$ cat config.mk
export PLATFORM = sky130hd
export DESIGN_NAME = codifica_hamming_serial_flat
export DESIGN_NICKNAME = d
export VERILOG_FILES = /design/src/rtl/codifica_hamming_serial_pkg.sv /design/src/rtl/codifica_hamming_serial_if.sv /design/src/rtl/codifica_hamming_serial_enc.sv /design/src/rtl/codifica_hamming_serial.sv /design/src/flat_wrapper.sv
export SDC_FILE = /design/constraint.sdc
export NUM_CORES = 1
export LEC_CHECK = 0
export BUFFER_PORTS_ARGS = -buffer_cell sky130_fd_sc_hd__buf_4
export CORE_ASPECT_RATIO = 0.6
export CORE_UTILIZATION = 35
export CTS_CLUSTER_SIZE = 28
export DETAILED_ROUTE_END_ITERATION = 12
export PLACE_DENSITY = 0.68
export SLEW_MARGIN = 20
export SYNTH_ARGS = -nofsm -noshare
export SYNTH_HDL_FRONTEND = slang
export SYNTH_SLANG_ARGS = --single-unit
$ cat constraint.sdc
create_clock -name clk -period 1.6 [get_ports clk]
set_input_delay 0.32 -clock clk [delete_from_list [all_inputs] [get_ports clk]]
set_output_delay 0.32 -clock clk [all_outputs]
set_load 0.05 [all_outputs]
$ cat src/rtl/codifica_hamming_serial_pkg.sv
// rtl/codifica_hamming_serial_pkg.sv - shared widths, index maps and state encoding for the Hamming(15,11) serialiser
package codifica_hamming_serial_pkg;

    localparam int CW_W     = 15;
    localparam int DATA_W   = 11;
    localparam int N_PARITY = 4;

    // Parity bits sit at power-of-two positions (1-based), i.e. indices 0,1,3,7.
    localparam logic [3:0] PARITY_IDX [N_PARITY] = '{4'd0, 4'd1, 4'd3, 4'd7};
    localparam logic [3:0] DATA_IDX   [DATA_W]   = '{4'd2, 4'd4, 4'd5, 4'd6, 4'd8, 4'd9,
                                                     4'd10, 4'd11, 4'd12, 4'd13, 4'd14};

    typedef enum logic [1:0] {
        ST_IDLE  = 2'd0,
        ST_SHIFT = 2'd1,
        ST_GAP   = 2'd2
    } state_t;

    // One-hot flip mask for a 1-based error position; 0 means no corruption.
    function automatic logic [CW_W-1:0] inj_mask(input logic [3:0] pos);
        return (pos == 4'd0) ? '0 : (CW_W'(1) << (pos - 4'd1));
    endfunction

endpackage

$ cat src/rtl/codifica_hamming_serial_if.sv
// rtl/codifica_hamming_serial_if.sv - data handshake and serial link bundle (ERR_INJECT_EN adds inj_pos)
interface codifica_hamming_serial_if;
    import codifica_hamming_serial_pkg::*;

    logic [DATA_W-1:0] dado;
    logic              dado_valid;
    logic              dado_ready;
    logic              serial_out;
    logic              frame_start;
    logic              busy;
    logic [CW_W-1:0]   codeword;
`ifdef ERR_INJECT_EN
    logic [3:0]        inj_pos;
`endif

    modport master (
`ifdef ERR_INJECT_EN
        output inj_pos,
`endif
        output dado, dado_valid,
        input  dado_ready, serial_out, frame_start, busy, codeword
    );

    modport slave (
`ifdef ERR_INJECT_EN
        input  inj_pos,
`endif
        input  dado, dado_valid,
        output dado_ready, serial_out, frame_start, busy, codeword
    );

endinterface

$ cat src/rtl/codifica_hamming_serial_enc.sv
// rtl/codifica_hamming_serial_enc.sv - combinational Hamming(15,11) encoder, even parity
module hamming_enc_15_11
    import codifica_hamming_serial_pkg::*;
(
    input  logic [DATA_W-1:0] dado,
    output logic [CW_W-1:0]   codeword
);

    always_comb begin
        codeword = '0;
        for (int i = 0; i < DATA_W; i++) begin
            codeword[DATA_IDX[i]] = dado[i];
        end
        // Parity k covers every 1-based position with bit k set; other parity slots are never covered.
        for (int k = 0; k < N_PARITY; k++) begin
            logic p;
            p = 1'b0;
            for (int j = 0; j < CW_W; j++) begin
                if (((j + 1) & (1 << k)) != 0) begin
                    p = p ^ codeword[j];
                end
            end
            codeword[PARITY_IDX[k]] = p;
        end
    end

endmodule

$ cat src/rtl/codifica_hamming_serial.sv
// rtl/codifica_hamming_serial.sv - Hamming(15,11) encoder with 1-bit serial output; ERR_INJECT_EN enables inj_pos error injection
module codifica_hamming_serial
    import codifica_hamming_serial_pkg::*;
#(
    parameter int LSB_FIRST  = 1,
    parameter int IDLE_LEVEL = 0,
    parameter int GAP_CYCLES = 0
) (
    input logic                       clk,
    input logic                       rst_n,
    codifica_hamming_serial_if.slave  bus
);

    localparam logic       IDLE_BIT = (IDLE_LEVEL != 0);
    localparam logic [3:0] LAST_BIT = 4'd14;
    localparam logic [3:0] GAP_LAST = (GAP_CYCLES > 0) ? 4'(GAP_CYCLES - 1) : 4'd0;

    state_t          state;
    logic [3:0]      cnt;
    logic [3:0]      gap_cnt;
    logic [CW_W-1:0] enc_word;
    logic [CW_W-1:0] new_word;
    logic [CW_W-1:0] cw_q;
    logic            ser_q;
    logic            fs_q;
    logic            busy_q;

    hamming_enc_15_11 u_enc (
        .dado     (bus.dado),
        .codeword (enc_word)
    );

`ifdef ERR_INJECT_EN
    assign new_word = enc_word ^ inj_mask(bus.inj_pos);
`else
    assign new_word = enc_word;
`endif

    function automatic logic pick(input logic [CW_W-1:0] cw, input logic [3:0] idx);
        logic [3:0] i;
        i = (LSB_FIRST != 0) ? idx : (LAST_BIT - idx);
        return cw[i];
    endfunction

    assign bus.dado_ready  = rst_n && (state == ST_IDLE);
    assign bus.serial_out  = ser_q;
    assign bus.frame_start = fs_q;
    assign bus.busy        = busy_q;
    assign bus.codeword    = cw_q;

    always_ff @(posedge clk) begin
        if (!rst_n) begin
            state   <= ST_IDLE;
            cnt     <= 4'd0;
            gap_cnt <= 4'd0;
            cw_q    <= '0;
            ser_q   <= IDLE_BIT;
            fs_q    <= 1'b0;
            busy_q  <= 1'b0;
        end else begin
            case (state)
                ST_IDLE: begin
                    // First bit is launched from the freshly encoded word so it appears next cycle.
                    if (bus.dado_valid) begin
                        cw_q   <= new_word;
                        cnt    <= 4'd0;
                        ser_q  <= pick(new_word, 4'd0);
                        fs_q   <= 1'b1;
                        busy_q <= 1'b1;
                        state  <= ST_SHIFT;
                    end
                end
                ST_SHIFT: begin
                    fs_q <= 1'b0;
                    if (cnt == LAST_BIT) begin
                        cnt   <= 4'd0;
                        ser_q <= IDLE_BIT;
                        if (GAP_CYCLES > 0) begin
                            gap_cnt <= 4'd0;
                            state   <= ST_GAP;
                        end else begin
                            busy_q <= 1'b0;
                            state  <= ST_IDLE;
                        end
                    end else begin
                        cnt   <= cnt + 4'd1;
                        ser_q <= pick(cw_q, cnt + 4'd1);
                    end
                end
                ST_GAP: begin
                    if (gap_cnt == GAP_LAST) begin
                        gap_cnt <= 4'd0;
                        busy_q  <= 1'b0;
                        state   <= ST_IDLE;
                    end else begin
                        gap_cnt <= gap_cnt + 4'd1;
                    end
                end
                default: begin
                    state  <= ST_IDLE;
                    busy_q <= 1'b0;
                    ser_q  <= IDLE_BIT;
                    fs_q   <= 1'b0;
                end
            endcase
        end
    end

endmodule

$ cat src/flat_wrapper.sv
// flat-port wrapper written by rule: the top's interface ports become plain ports
module codifica_hamming_serial_flat import codifica_hamming_serial_pkg::*;
#(
    parameter int LSB_FIRST  = 1,
    parameter int IDLE_LEVEL = 0,
    parameter int GAP_CYCLES = 0
)
  (clk, rst_n, bus_dado, bus_dado_valid, bus_dado_ready, bus_serial_out, bus_frame_start, bus_busy, bus_codeword);
  codifica_hamming_serial_if bus_i ();
  input logic clk;
  input logic rst_n;
  input wire logic [$bits(bus_i.dado)-1:0] bus_dado;
  input wire logic [$bits(bus_i.dado_valid)-1:0] bus_dado_valid;
  output wire logic [$bits(bus_i.dado_ready)-1:0] bus_dado_ready;
  output wire logic [$bits(bus_i.serial_out)-1:0] bus_serial_out;
  output wire logic [$bits(bus_i.frame_start)-1:0] bus_frame_start;
  output wire logic [$bits(bus_i.busy)-1:0] bus_busy;
  output wire logic [$bits(bus_i.codeword)-1:0] bus_codeword;
  assign bus_i.dado = bus_dado;
  assign bus_i.dado_valid = bus_dado_valid;
  assign bus_dado_ready = bus_i.dado_ready;
  assign bus_serial_out = bus_i.serial_out;
  assign bus_frame_start = bus_i.frame_start;
  assign bus_busy = bus_i.busy;
  assign bus_codeword = bus_i.codeword;
  codifica_hamming_serial #(.LSB_FIRST(LSB_FIRST), .IDLE_LEVEL(IDLE_LEVEL), .GAP_CYCLES(GAP_CYCLES)) u_core (.clk(clk), .rst_n(rst_n), .bus(bus_i));
endmodule
# After elaboration in Yosys (flattened, before gate mapping)
# Index checks and enable logic that the tools add are counted.
# word_totals
elab_cells	67
in_bits	14
regBits	28
# classes
eq_ne	6
bitwise	25
order_cmp	1
n_addsub	2
n_reduce_logical	8
mux	18
# op_table
op	count
1-bit XOR	24
4-bit 2-to-1 mux	3
4-bit by 1-bit adder with 4-bit output (second input constant)	2
4-bit case mux with 2 select lines	1
1-bit 2-to-1 mux	6
2-bit 2-to-1 mux	3
1-bit case mux with 3 select lines	2
2-bit case mux with 3 select lines	1
2-bit AND reduction	3
4-bit by 5-bit < comparator with 1-bit output (second input constant)	1
1-bit binary-select mux with 4-bit select	1
4-bit equality test (second input constant)	1
4-bit zero test	1
2-bit by 1-bit != test with 1-bit output (second input constant)	2
3-bit AND reduction	1
2-bit by 1-bit equality test with 1-bit output (second input constant)	1
2-bit equality test (second input constant)	1
2-bit zero test	1
2-bit != test (second input constant)	1
1-bit case mux with 2 select lines	1
2-bit nonzero test	1
1-bit logical AND	1
1-bit inverter	1

# Depth between registers and ports, before layout
# logic_depth
ltp_word	8
mapped_depth	7

# Hierarchy
# A second synthesis with hierarchy kept.
# hier_totals
cells_unflattened	145
area_unflattened_um2	1350.0
# by_module_without_submodules
module	instances	cells_each	seq_area_each_um2	area_per_inst_um2
codifica_hamming_serial	1	121	440.4	1071.0
hamming_enc_15_11	1	24	0.0	279.0

# Worst setup path before layout
# No wires, ideal clock.
# synth_timing
path_kind	flip-flop to flip-flop
from	register u_core.state[0]
to	register u_core.ser_q, in the netlist u_core.bus.serial_out
stages_incl_launch_ff	5
path_slack_ns	-0.321
arrival_ns	1.827
required_time_ns	1.507
cell_sequence	dfxtp_1 > clkbuf_1 > nor2b_1 > o211ai_1 > o311ai_2
# synth_between
elab_chain_len	3
word_cells_on_any_way	7
# synth_lines
item	line_no	text
start, declared	codifica_hamming_serial.sv:18	state_t state;
start signal, assigned	codifica_hamming_serial.sv:53	state <= ST_IDLE;
start signal, assigned	codifica_hamming_serial.sv:70	state <= ST_SHIFT;
start signal, assigned	codifica_hamming_serial.sv:80	state <= ST_GAP;
2-bit zero test or 2-bit equality test (tied branches)	codifica_hamming_serial.sv:61	case (state)
2-bit != test (no source line) or 1-bit inverter (tied branches)	-	
2-bit AND reduction (no source line)	-	
end signal, assigned	codifica_hamming_serial.sv:67	ser_q <= pick(new_word, 4'd0);
end signal, assigned	codifica_hamming_serial.sv:87	ser_q <= pick(cw_q, cnt + 4'd1);
end, declared	codifica_hamming_serial.sv:24	logic ser_q;
# Parallel ways exist; a longest one is shown, timed or not.
# A chain may end at the register's enable or synchronous reset.

# Worst setup path in the final report
# layout_timing
from	register u_core.cnt[0]
to	register u_core.ser_q, in the netlist u_core.bus.serial_out
# layout_between
elab_chain_len	5
word_cells_on_any_way	6
# layout_lines
item	line_no	text
start, declared	codifica_hamming_serial.sv:19	logic [3:0] cnt;
start signal, assigned	codifica_hamming_serial.sv:86	cnt <= cnt + 4'd1;
4-bit by 1-bit adder with 4-bit output	codifica_hamming_serial.sv:87	
1-bit binary-select mux with 4-bit select	codifica_hamming_serial.sv:42	return cw[i];
1-bit 2-to-1 mux (not written as such)	codifica_hamming_serial.sv:42	
1-bit 2-to-1 mux (*)	codifica_hamming_serial.sv:75	if (cnt == LAST_BIT) begin
1-bit case mux with 3 select lines (*)	codifica_hamming_serial.sv:61	
# Mark *: on every way between the ends. The rest lies on a longest branch, timed or not. The select of a mux whose other input is x is not followed.

==> results.md <==
Outcome:
- The flow ran to the end, but the final reports show violations.
- The checks that failed: setup timing.

Critical path:
- The peak fanout along the critical path is 6.
- For the worst setup path, the data arrival time is around 1800 ps.
- The nature of the critical path startpoint is a flop.
- The critical path capture point type is a flop.
- STA puts the critical path data required time at about 1700 ps.
- The setup path with the least slack is of type reg -> reg.

Power and ir drop:
- The overall power is approximately 1600 uW.
- IR analysis of the VDD net gives a maximum drop of 0.572 mV.
- Sequential cells burn between 40% and 50% of the power.
- In this run, the clock network consumes ~26% of the power.
- In this run switching power makes up roughly a third of total power.
- For this design the ratio of total power to cell area is approximately 900 nW/um^2.
- The internal portion of the total power is around 1100 uW.
- Summed over all nets, the switching power comes to ~530 uW.
- Combinational cells account for 33.9% of the total power.
- The static leakage is a little under 0.0008 uW.

Floorplanning:
- The number of rows created at floorplan is 16.
- Measured along the y axis, the die boundary spans 48.9 um.
- The core region is approximately 3400 um^2.
- The floorplan step defined a die boundary enclosing around 4000 um^2.
- Once the floorplan was initialized, standard cells occupied between 30 and 40% of the core.
- 33 I/O pins were placed.
- The die is between 80 and 90 um wide.

Routing:
- Using the TritonRoute via totals, the vias-per-cell ratio works out to between 5 and 6.
- In this run, the number of DRC markers left after iteration 0 of detailed routing was a little over 60.
- After detailed routing, the total wire length is between 3000 and 4000 um.
- The post-detailed-route count of antenna-violating nets is 0.
- The routed layout has between 1k and 1.5k vias.
- In the final routed layout, each cell accounts on average for approximately 16 um.
- The count of TritonRoute iterations in the first routing pass is 4.
- For this run, design rule violations remaining after detail routing come to 0.

Synthesis:
- The simple logic cell fraction of the synthesized area is around 17%.
- The fraction of the yosys area taken by sequential cells is around 34%.
- The net count after synthesis is around 150.
- The adder-cell share of the synthesized area is about 2%.
- The count of unique library cells instantiated by Yosys is 32.
- The library cell with the highest instance count after synthesis is sky130_fd_sc_hd__nand2_1.
- The combinational family with the most area after synthesis is compound AO/OA/AOI/OAI gates.
- Measured against the total synthesized area, the mux share comes to roughly 7.5%.
- Sorting the synthesized cells by how often they occur yields sky130_fd_sc_hd__nand2_1 (35), sky130_fd_sc_hd__dfxtp_1 (22), sky130_fd_sc_hd__a21boi_0 (19).
- The xor/xnor share of the synthesized area is between 10% and 20%.
- The mapped cell area is roughly 1300 um^2.
- The primary flip-flop cell chosen by synthesis mapping is sky130_fd_sc_hd__dfxtp_1.
- Averaged over all synthesized cells, the footprint is around 9.9 um^2.
- After synthesis, the cell types taking the most area are sky130_fd_sc_hd__dfxtp_1 (34%), sky130_fd_sc_hd__xnor3_1 (14%), sky130_fd_sc_hd__a21boi_0 (11%).
- The area fraction of the dominant cell type after synthesis is approximately a third.
- The synthesized design contains 0 enable-type register cells.
- The post-synthesis compound-gate area fraction is between 10% and 20%.
- The total number of yosys warnings is 0.
- The proportion of synthesized flip-flops having asynchronous set or reset is 0%.
- In this run, synthesis produced a sequential element count of 22.
- The leading area contributor after synthesis is sky130_fd_sc_hd__dfxtp_1.
- In the synthesized netlist, the number of instances is 129.

Cells and area:
- The area of all placed cells without fillers is around 1800 um^2.
- The proportion of layout cells with a drive suffix above 1 is a little under two fifths.
- Compared with the post-synthesis result, the final layout area differs by 36.5%.
- Measured on the finished design, the core utilization comes to 51.7%.
- In the final design database the tool counted 190 nets.
- The fill cell total of the finished layout is approximately 320.
- The repair_antennas step left the layout with diodes totalling 0.

STA:
- Once routing completed, OpenROAD measured the worst setup slack at -28.5 ps.
- The final hold violation count is 0.
- The final critical path time including I/O delays and setup is about 1600 ps.
- Setup violations remaining at the end of the flow were counted as 1.
- The setup clock skew after layout is between 5 and 6 ps.
- The maximum operating frequency is about 610 MHz.
- In this run the tightest slew margin relative to its limit is about 65%.
- The portion of the clock cycle consumed by the worst path in the final layout is 102%.
- The transition time of the tightest slew-check pin is 528 ps.
- The final-report max-slew violation count is 0.
- Setup repair after global routing could not meet its margin everywhere.

GRT:
- The final global-route overflow total is 0.
- The initial antenna violation count is 0.
- The maximum number of pins on one net before global-route repair is 23.
- For this run, the total global-route usage over all layers was measured as a little under a fifth.
- The number of global-route vias before repair is between 1k and 1.5k.
- The first global-routing pass estimated 5600 um of wire.

Place:
- The number of input and output port buffers inserted is 32.
- After legalization and detailed placement, the total HPWL measured around 2600 um.
- Once placement finished, the instance area stood at 1650 um^2.
- Before CTS, the worst setup slack after placement is -68.4 ps.
- The placer congestion estimate is 0.827.

Clocking:
- Counting along the longest clock path gives a buffer depth of 2.
- In this run, CTS created clock tree buffers numbering 3.
- The CTS tree is done.
- For this design, the CTS-stage hold fixing added 0 buffers.
- The library cell used as clock root buffer is sky130_fd_sc_hd__clkbuf_8.
- The deepest level of the CTS H-tree is 1.
- Clock-pin slew was measured on the worst setup and hold paths at roughly 80 ps.
- The insertion delay to the later sink of the worst-skew pair is 270 ps.
- The count of clock tree sinks is 22.

Run:
- Max-cap violations in this run came to 0.

Hold path:
- The path category of the worst min-delay check is in -> reg.
## final timing paths
path	slack (ps)	endpoint	startpoint	cells after the start
max	-30	u_core.bus.serial_out$_SDFFE_PN0P_	u_core.cnt[0]$_SDFFE_PN0P_	6
min	300	u_core.bus.frame_start$_SDFFE_PN0P_	bus_dado_valid	2
max reg2reg	-30	u_core.bus.serial_out$_SDFFE_PN0P_	u_core.cnt[0]$_SDFFE_PN0P_	6
min reg2reg	490	u_core.bus.codeword[6]$_SDFFE_PN0P_	u_core.bus.codeword[6]$_SDFFE_PN0P_	2
## state kept, by name, indices dropped and copies added (netlist names)
register and flops:
u_core.state 1, u_core.bus.codeword 15, u_core.bus.frame_start 1, u_core.cnt 4
u_core.bus.serial_out 1
## placed cells by master, fill, tap and decap left out, drive strengths merged
| cell | synthesis | routed |
|---|---|---|
| mux2 | 1 | 1 |
| o21a | 1 | 1 |
| and2 | 1 | 1 |
| clkbuf | 3 | 4 |
| xor2 | 1 | 1 |
| nor3b | 2 | 2 |
| xnor2 | 4 | 4 |
| mux4 | 3 | 3 |
| o211ai | 2 | 2 |
| a21boi | 19 | 19 |
| dfxtp | 22 | 22 |
| a21oi | 1 | 1 |
| nand3 | 2 | 2 |
| buf | 3 | 46 |
| o311ai | 1 | 1 |
| nand4 | 1 | 1 |
| ha | 2 | 2 |
| nor2b | 3 | 3 |
| mux2i | 1 | 1 |
| a311o | 1 | 1 |
| nand3b | 1 | 1 |
| o21ai | 4 | 4 |
| nand2 | 35 | 35 |
| xnor3 | 8 | 8 |
| a31o | 1 | 1 |
| a2bb2oi | 1 | 1 |
| nand2b | 1 | 1 |
| inv | 2 | 2 |
| nor2 | 2 | 2 |
## power groups by stage
stage / sequential, uW / clock, uW / combinational [uW]
6_report: 636 / 407 / 535
5_1_grt: 642 / 441 / 571
4_1_cts: 633 / 416 / 537
3_5_place_dp: 647 / 0 / 522
3_3_place_gp: 646 / 0 / 515
2_1_floorplan: 761 / 0 / 236
## critical path, stage by stage (launching register included)
cell and delay [ps]:
sky130_fd_sc_hd__dfxtp_4 410, sky130_fd_sc_hd__inv_4 60, sky130_fd_sc_hd__ha_4 280, sky130_fd_sc_hd__mux4_2 290, sky130_fd_sc_hd__mux2_4 280, sky130_fd_sc_hd__nand4_2 100, sky130_fd_sc_hd__o311ai_2 90
## through the flow
stage	hold WS, ps	TNS [ps]	std cells
after detailed placement	468	-68.4	211
final	303	-28.5	218
after global placement	455	-7.02	211
after floorplan	430	0	129
after CTS	302	-0.435	218
after global routing	307	-82.8	218
## per-layer routing
metal / vias to the layer above / GRT usage (%) / routed length [um]
met5: - / 0 / 0
met1: 547 / 28.9 / 1690
met2: 49 / 27.5 / 1420
met3: 4 / 4.67 / 292
li1: 537 / - / -
met4: 0 / 3.87 / 18
## kinds of logic after synthesis
| group | Yosys count |
|---|---|
| muxes | 5 |
| DFF | 22 |
| and+or+nand+nor | 48 |
| buffers and inverters | 8 |
| adders and majority gates | 2 |
| AOI/OAI and AO/OA | 31 |
| xor gates and xnor gates | 13 |
## final cells by class
type	count	area, um^2	area share, %
clock buffer	4	55.1	3.15
sequential	22	449	25.7
timing repair buffer	46	345	19.7
multi-input combinational	99	835	47.7
inverter	2	10.0	0.572
tap	45	56.3	3.22
## repair_timing
item	in CTS	in global routing
pin swaps	1	2
setup buffers	3	0
hold endpoints to repair	0	0
resized for setup	6	1
endpoints found under the setup margin	1	1
Power figures use the tool's default switching activity.
